==> config.mk <==
export PLATFORM = sky130hd
export DESIGN_NAME = controle_diagonais
export DESIGN_NICKNAME = d
export VERILOG_FILES = /design/src/rtl/controle_diagonais.sv
export SDC_FILE = /design/constraint.sdc
export NUM_CORES = 1
export LEC_CHECK = 0
export BUFFER_PORTS_ARGS = -buffer_cell sky130_fd_sc_hd__buf_2
export CORE_MARGIN = 2
export CORE_UTILIZATION = 55
export DETAILED_ROUTE_END_ITERATION = 7
export PLACE_DENSITY = 0.81
export SLEW_MARGIN = 20
export SYNTH_ARGS = -nofsm -noshare
export SYNTH_HDL_FRONTEND = slang
export SYNTH_SLANG_ARGS = --single-unit
export TNS_END_PERCENT = 20
==> constraint.sdc <==
create_clock -name clock_i -period 2.4 [get_ports clock_i]
set_input_delay 0.12 -clock clock_i [delete_from_list [all_inputs] [get_ports clock_i]]
set_output_delay 0.12 -clock clock_i [all_outputs]
set_load 0.02 [all_outputs]
==> src/rtl/controle_diagonais.sv <==
// Flow controller for the buffer_diagonais/filter datapath. It scans one frame in raster
// order, tracks in-flight results with a valid shift register and applies ready/valid backpressure.
module controle_diagonais #(
  parameter int IMG_WIDTH  = 16,
  parameter int IMG_HEIGHT = 16,
  parameter int PIPE_DEPTH = 3
) (
  input  logic                          clock_i,
  input  logic                          reset_i,
  input  logic                          start_i,
  input  logic                          in_valid_i,
  input  logic                          out_ready_i,
  output logic                          in_ready_o,
  output logic                          enable_o,
  output logic                          out_valid_o,
  output logic [$clog2(IMG_WIDTH)-1:0]  col_o,
  output logic [$clog2(IMG_HEIGHT)-1:0] row_o,
  output logic                          busy_o,
  output logic                          done_o
);

  localparam int CW = $clog2(IMG_WIDTH);
  localparam int RW = $clog2(IMG_HEIGHT);

  typedef enum logic [1:0] {S_IDLE, S_RUN, S_DRAIN, S_DONE} state_t;

  state_t                state_q, state_d;
  logic [PIPE_DEPTH-1:0] vld_q, vld_d;
  logic [CW-1:0]         col_q, col_d;
  logic [RW-1:0]         row_q, row_d;

  logic stall, transfer, accept;

  assign out_valid_o = vld_q[PIPE_DEPTH-1];
  assign stall       = out_valid_o & ~out_ready_i;
  assign transfer    = out_valid_o & out_ready_i;

  // Handshake decode. The datapath only advances when a new window enters (RUN)
  // or when there is something left to flush and the output slot is free (DRAIN).
  always_comb begin
    // NOTE: every output of a combinational block gets a default first, so no path infers a latch.
    in_ready_o = 1'b0;
    enable_o   = 1'b0;
    accept     = 1'b0;
    unique case (state_q)
      S_RUN: begin
        in_ready_o = ~stall;
        accept     = in_valid_i & ~stall;
        enable_o   = accept;
      end
      S_DRAIN: enable_o = ~stall & (|vld_q);
      default: ;
    endcase
  end

  always_comb begin
    state_d = state_q;
    vld_d   = vld_q;
    col_d   = col_q;
    row_d   = row_q;

    if (enable_o) begin
      vld_d = {vld_q[PIPE_DEPTH-2:0], accept};
    end else if (transfer) begin
      // Frozen pipeline: only the consumed head result is retired.
      vld_d[PIPE_DEPTH-1] = 1'b0;
    end

    if (accept) begin
      if (col_q == CW'(IMG_WIDTH - 1)) begin
        col_d = '0;
        if (row_q == RW'(IMG_HEIGHT - 1)) begin
          row_d   = '0;
          state_d = S_DRAIN;
        end else begin
          row_d = row_q + 1'b1;
        end
      end else begin
        col_d = col_q + 1'b1;
      end
    end

    unique case (state_q)
      S_IDLE: begin
        if (start_i) begin
          state_d = S_RUN;
          col_d   = '0;
          row_d   = '0;
          vld_d   = '0;
        end
      end
      S_DRAIN: if (vld_d == '0) state_d = S_DONE;
      S_DONE:  state_d = S_IDLE;
      default: ;
    endcase
  end

  always_ff @(posedge clock_i) begin
    // NOTE: sequential state uses non-blocking assignments so every register samples pre-edge values.
    if (!reset_i) begin
      state_q <= S_IDLE;
      vld_q   <= '0;
      col_q   <= '0;
      row_q   <= '0;
    end else begin
      state_q <= state_d;
      vld_q   <= vld_d;
      col_q   <= col_d;
      row_q   <= row_d;
    end
  end

  assign col_o  = col_q;
  assign row_o  = row_q;
  assign busy_o = (state_q != S_IDLE);
  assign done_o = (state_q == S_DONE);

endmodule

==> results.txt <==
----------------------------------------------------
[STA]
  Count of endpoints failing hold in the final timing report ... 0
  Post-route fraction of the period consumed by the critical path ... 74.3%
  Unrepaired setup endpoints after global routing ... false
  Worst hold slack across all endpoints ... approximately 150 ps
  Setup violations, final ... 0
  Worst relative slew slack ... about three quarters
  Least setup slack across all paths after layout ... about 620 ps
  Transition time of the tightest slew-check pin ... 369 ps
  Number of pins exceeding their max-slew limit in the final report ... 0
  Maximum clock rate ... 561 MHz
  Final worst clock skew ... between 5 and 6 ps
  Accumulated negative setup slack ... 0 ps
  Time the worst path needs with I/O delays and setup ... 1780 ps

[Die]
  Overall die width ... just over 40 um
  Area of the placeable core ... between 1000 and 1500 um^2
  Die Span Y ... a little over 40 um
  Number of placement rows ... 13
  I/O pin count ... 18
  Total Die Area ... 1700 um^2
  Starting density of the core ... between 50% and 60%

[Worst setup path]
  Startpoint types ... flop
  Count of cells along the worst register-to-register path ... 5
  Startpoint of the worst-slack reg-to-reg timing path ... col_o[0]
  Cell family contributing the most delay on the critical path ... flip-flops
  Required time worst endpoint ... ~2300 ps
  R2R Path End ... state_q[0]
  Buffers & Inverters on Critical Path ... 2
  Worst setup path start ... state_q[1]
  Largest fanout of any net on the critical path ... 6
  Maximum cell stage delay along the critical path ... approximately 360 ps
  Chain of cells forming the critical path ... inv_1 -> ha_1 -> nand2_2 -> nor2_2 -> o21a_1 -> buf_2
  Arrival time at the worst endpoint ... 1660 ps
  Critical-path top delay cell ... sky130_fd_sc_hd__dfxtp_1
  Critical Path Sink Type ... output port
  Critical setup path kind ... reg -> out
  Setup slack, reg-to-reg ... 810 ps

[Cells and area]
  Top library cells by usage in the layout, fill and taps aside ... 17 x sky130_fd_sc_hd__buf_2, 13 x sky130_fd_sc_hd__dfxtp_1, 8 x sky130_fd_sc_hd__nand3_1, 8 x sky130_fd_sc_hd__a21oi_1, 8 x sky130_fd_sc_hd__ha_1
  Ratio of cells with drive above 1 in the final layout ... 26.0%
  Final net count ... around 120
  Leading cell type in the layout, fill and taps excluded ... sky130_fd_sc_hd__buf_2
  Ant. Diodes ... 0
  Area grow syn2layout ... 17.0%
  Count of placed standard cells in the final layout, fillers left out ... 119

[Clock network]
  Insertion delay of the later-clocked pin in the worst-skew pair ... around 270 ps
  Level count of the clock H-tree ... 1
  Number of clock sinks seen by CTS ... 13
  Post-cts resize count ... 0
  Hold-fix buffers, CTS ... 0
  Number of buffers on the longest clock path ... 2
  Number of buffers created by CTS ... 3
  TritonCTS clock tree ... built
  Clock Pin Slew Worst Setup and Hold Paths ... approximately 80 ps
  Postcts setup bufs ... 0
  Clk root buf ... sky130_fd_sc_hd__clkbuf_4

[Global routing]
  Via count of the first global-routing pass ... ~550
  Met3 routing resource usage after global routing ... between 4 and 5%
  GR Util All Layers ... about a fifth
  Antenna violations before repair ... 0
  Met2 usage in global routing ... between 30% and 40%
  Global-route congestion overflow total ... 0
  First-pass GRT wire length ... approximately 2.2 mm
  Met1 usage ... between 20% and 30%
  Pin count of the biggest net entering global routing ... 11
  Global routing's busiest layer ... met2

[Run status]
  Outcome ... finished, final reports clean

[Flow run]
  Number of max-cap violations ... 0

[Worst hold path]
  Beginning of the worst hold path ... reset_i
  Number of instances on the worst hold path ... 2
  Hold worst-path end ... state_q[0]
  Path class of the lowest-slack min-delay path ... in -> reg

[Yosys]
  Number of library cell types mapped by synthesis ... 33
  Combined area of all synthesized cells ... around 760 um^2
  Mapped Cells ... 83
  Post-synthesis average cell area ... 9.21 um^2
  Yosys synthesis warning count ... 0
  Sequential element share of the synthesized area ... about a third
  Number of flip-flops and latches in the synthesized netlist ... 13
  Post-synthesis net count ... 96

[Detailed routing]
  Post-detailed-route DRC marker count ... 0
  Routed wire per std cell ... around 12 um
  Total Routed Length ... between 1 and 1.5 mm
  Pre-antenna DRT Iters ... 4
  Drt initial violations ... 18
  Antenna-violating nets left ... 0
  Number of vias per cell after detailed routing ... 5.92
  Count of vias placed by the detailed router ... 704

[Pwr]
  Peak supply drop ... 298 uV
  Power Dens Cells ... approximately 460 nW/um^2
  Leakage dissipation ... 0.385 nW
  Total Power Consumption ... a little over 0.4 mW

[Placed design]
  Count of input and output buffers ... 17
  Last weighted congestion value of the routability-driven placer ... about 0.72
  Placement-stage worst setup slack ... roughly 840 ps
  Final HPWL from detailed placement ... around 1.1 mm
  Placed Cells incl. Taps ... 115

----------------------------------------------------
-- layout make-up --
type | count | area [um^2]
fillers | 120 | 407
repair buffers | 17 | 85.1
clock buffers | 4 | 26.3
well taps | 15 | 18.8
multi-input cells | 67 | 493
flip-flops and latches | 13 | 260
inverters | 3 | 11.3
-- synth_stat cells --
| cell | n | share of area [%] |
|---|---|---|
| sky130_fd_sc_hd__a21boi_0 | 1 | 0.98 |
| sky130_fd_sc_hd__a21oi_1 | 8 | 5.2 |
| sky130_fd_sc_hd__a22oi_1 | 1 | 0.98 |
| sky130_fd_sc_hd__a41oi_1 | 1 | 1.1 |
| sky130_fd_sc_hd__and2_1 | 2 | 1.6 |
| sky130_fd_sc_hd__and3_1 | 1 | 0.82 |
| sky130_fd_sc_hd__and4b_1 | 1 | 1.3 |
| sky130_fd_sc_hd__dfxtp_1 | 13 | 34 |
| sky130_fd_sc_hd__ha_1 | 8 | 13 |
| sky130_fd_sc_hd__inv_1 | 3 | 1.5 |
| sky130_fd_sc_hd__mux2i_1 | 3 | 3.9 |
| sky130_fd_sc_hd__nand2_1 | 4 | 2.0 |
| sky130_fd_sc_hd__nand2_2 | 1 | 0.82 |
| sky130_fd_sc_hd__nand2b_4 | 1 | 1.8 |
| sky130_fd_sc_hd__nand3_1 | 8 | 5.2 |
| sky130_fd_sc_hd__nor2_1 | 7 | 3.4 |
| sky130_fd_sc_hd__nor2_2 | 1 | 0.82 |
| sky130_fd_sc_hd__nor2b_1 | 1 | 0.82 |
| sky130_fd_sc_hd__nor2b_4 | 1 | 1.8 |
| sky130_fd_sc_hd__nor3_1 | 2 | 1.3 |
| sky130_fd_sc_hd__nor3_2 | 1 | 1.3 |
| sky130_fd_sc_hd__nor3_4 | 1 | 2.1 |
| sky130_fd_sc_hd__nor4b_2 | 1 | 2.0 |
| sky130_fd_sc_hd__o211ai_1 | 1 | 0.98 |
| sky130_fd_sc_hd__o21a_1 | 1 | 0.98 |
| sky130_fd_sc_hd__o21ai_0 | 2 | 1.3 |
| sky130_fd_sc_hd__o21bai_1 | 1 | 0.98 |
| sky130_fd_sc_hd__o311a_1 | 1 | 1.3 |
| sky130_fd_sc_hd__o31a_1 | 1 | 1.1 |
| sky130_fd_sc_hd__o31ai_1 | 1 | 0.98 |
| sky130_fd_sc_hd__or3_1 | 1 | 0.82 |
| sky130_fd_sc_hd__xnor2_1 | 2 | 2.3 |
| sky130_fd_sc_hd__xor2_1 | 1 | 1.1 |
-- per-stage QoR --
step / utilization (%) / cell area (um^2)
floorplan: - / 764
global placement: 66.7 / 868
detailed placement: 66.7 / 868
CTS: 68.8 / 895
global route: 68.8 / 895
finish: 68.8 / 895
-- logic make-up (layout without fill, tap and decap cells) --
group                    count (synthesis)  count (layout)  synth area share [%]
AO/OA/AOI/OAI                           19              19                  16.0
XOR/XNOR                                 3               3                  3.44
adder cells (fa/ha/maj)                  8               8                  13.1
buffers and inverters                    3              24                  1.47
flip-flops                              13              13                  34.0
multiplexers                             3               3                  3.93
AND/OR/NAND/NOR                         34              34                  28.0
-- metal layers --
metal,share of wire (%),vias up,wire [um]
met1,47,335,679
met2,49,20,707
met5,0,-,0
met3,3.6,2,52
li1,-,347,-
met4,0.90,0,13
-- worst max-delay path by stage --
stage                 end  slack [ps]  depth (start not counted)
2_1_floorplan  state_q[0]         840                          5
3_3_place_gp   state_q[0]         910                          5
3_5_place_dp   state_q[0]         840                          5
4_1_cts          enable_o         610                          6
5_1_grt          enable_o         490                          6
6_report         enable_o         620                          6
-- power by group --
group	switching [mW]	internal [mW]	total, mW	leakage, nW
Clock	0.0684	0.0642	0.133	0.0150
Combinational	0.0373	0.0211	0.0585	0.265
Sequential	0.00452	0.218	0.223	0.105
-- flip-flops by register name (all words and copies together) (netlist names) --
signal   flops
vld_q        3
state_q      2
col_o        4
row_o        4
No activity file was read; power rests on OpenSTA's default activity.
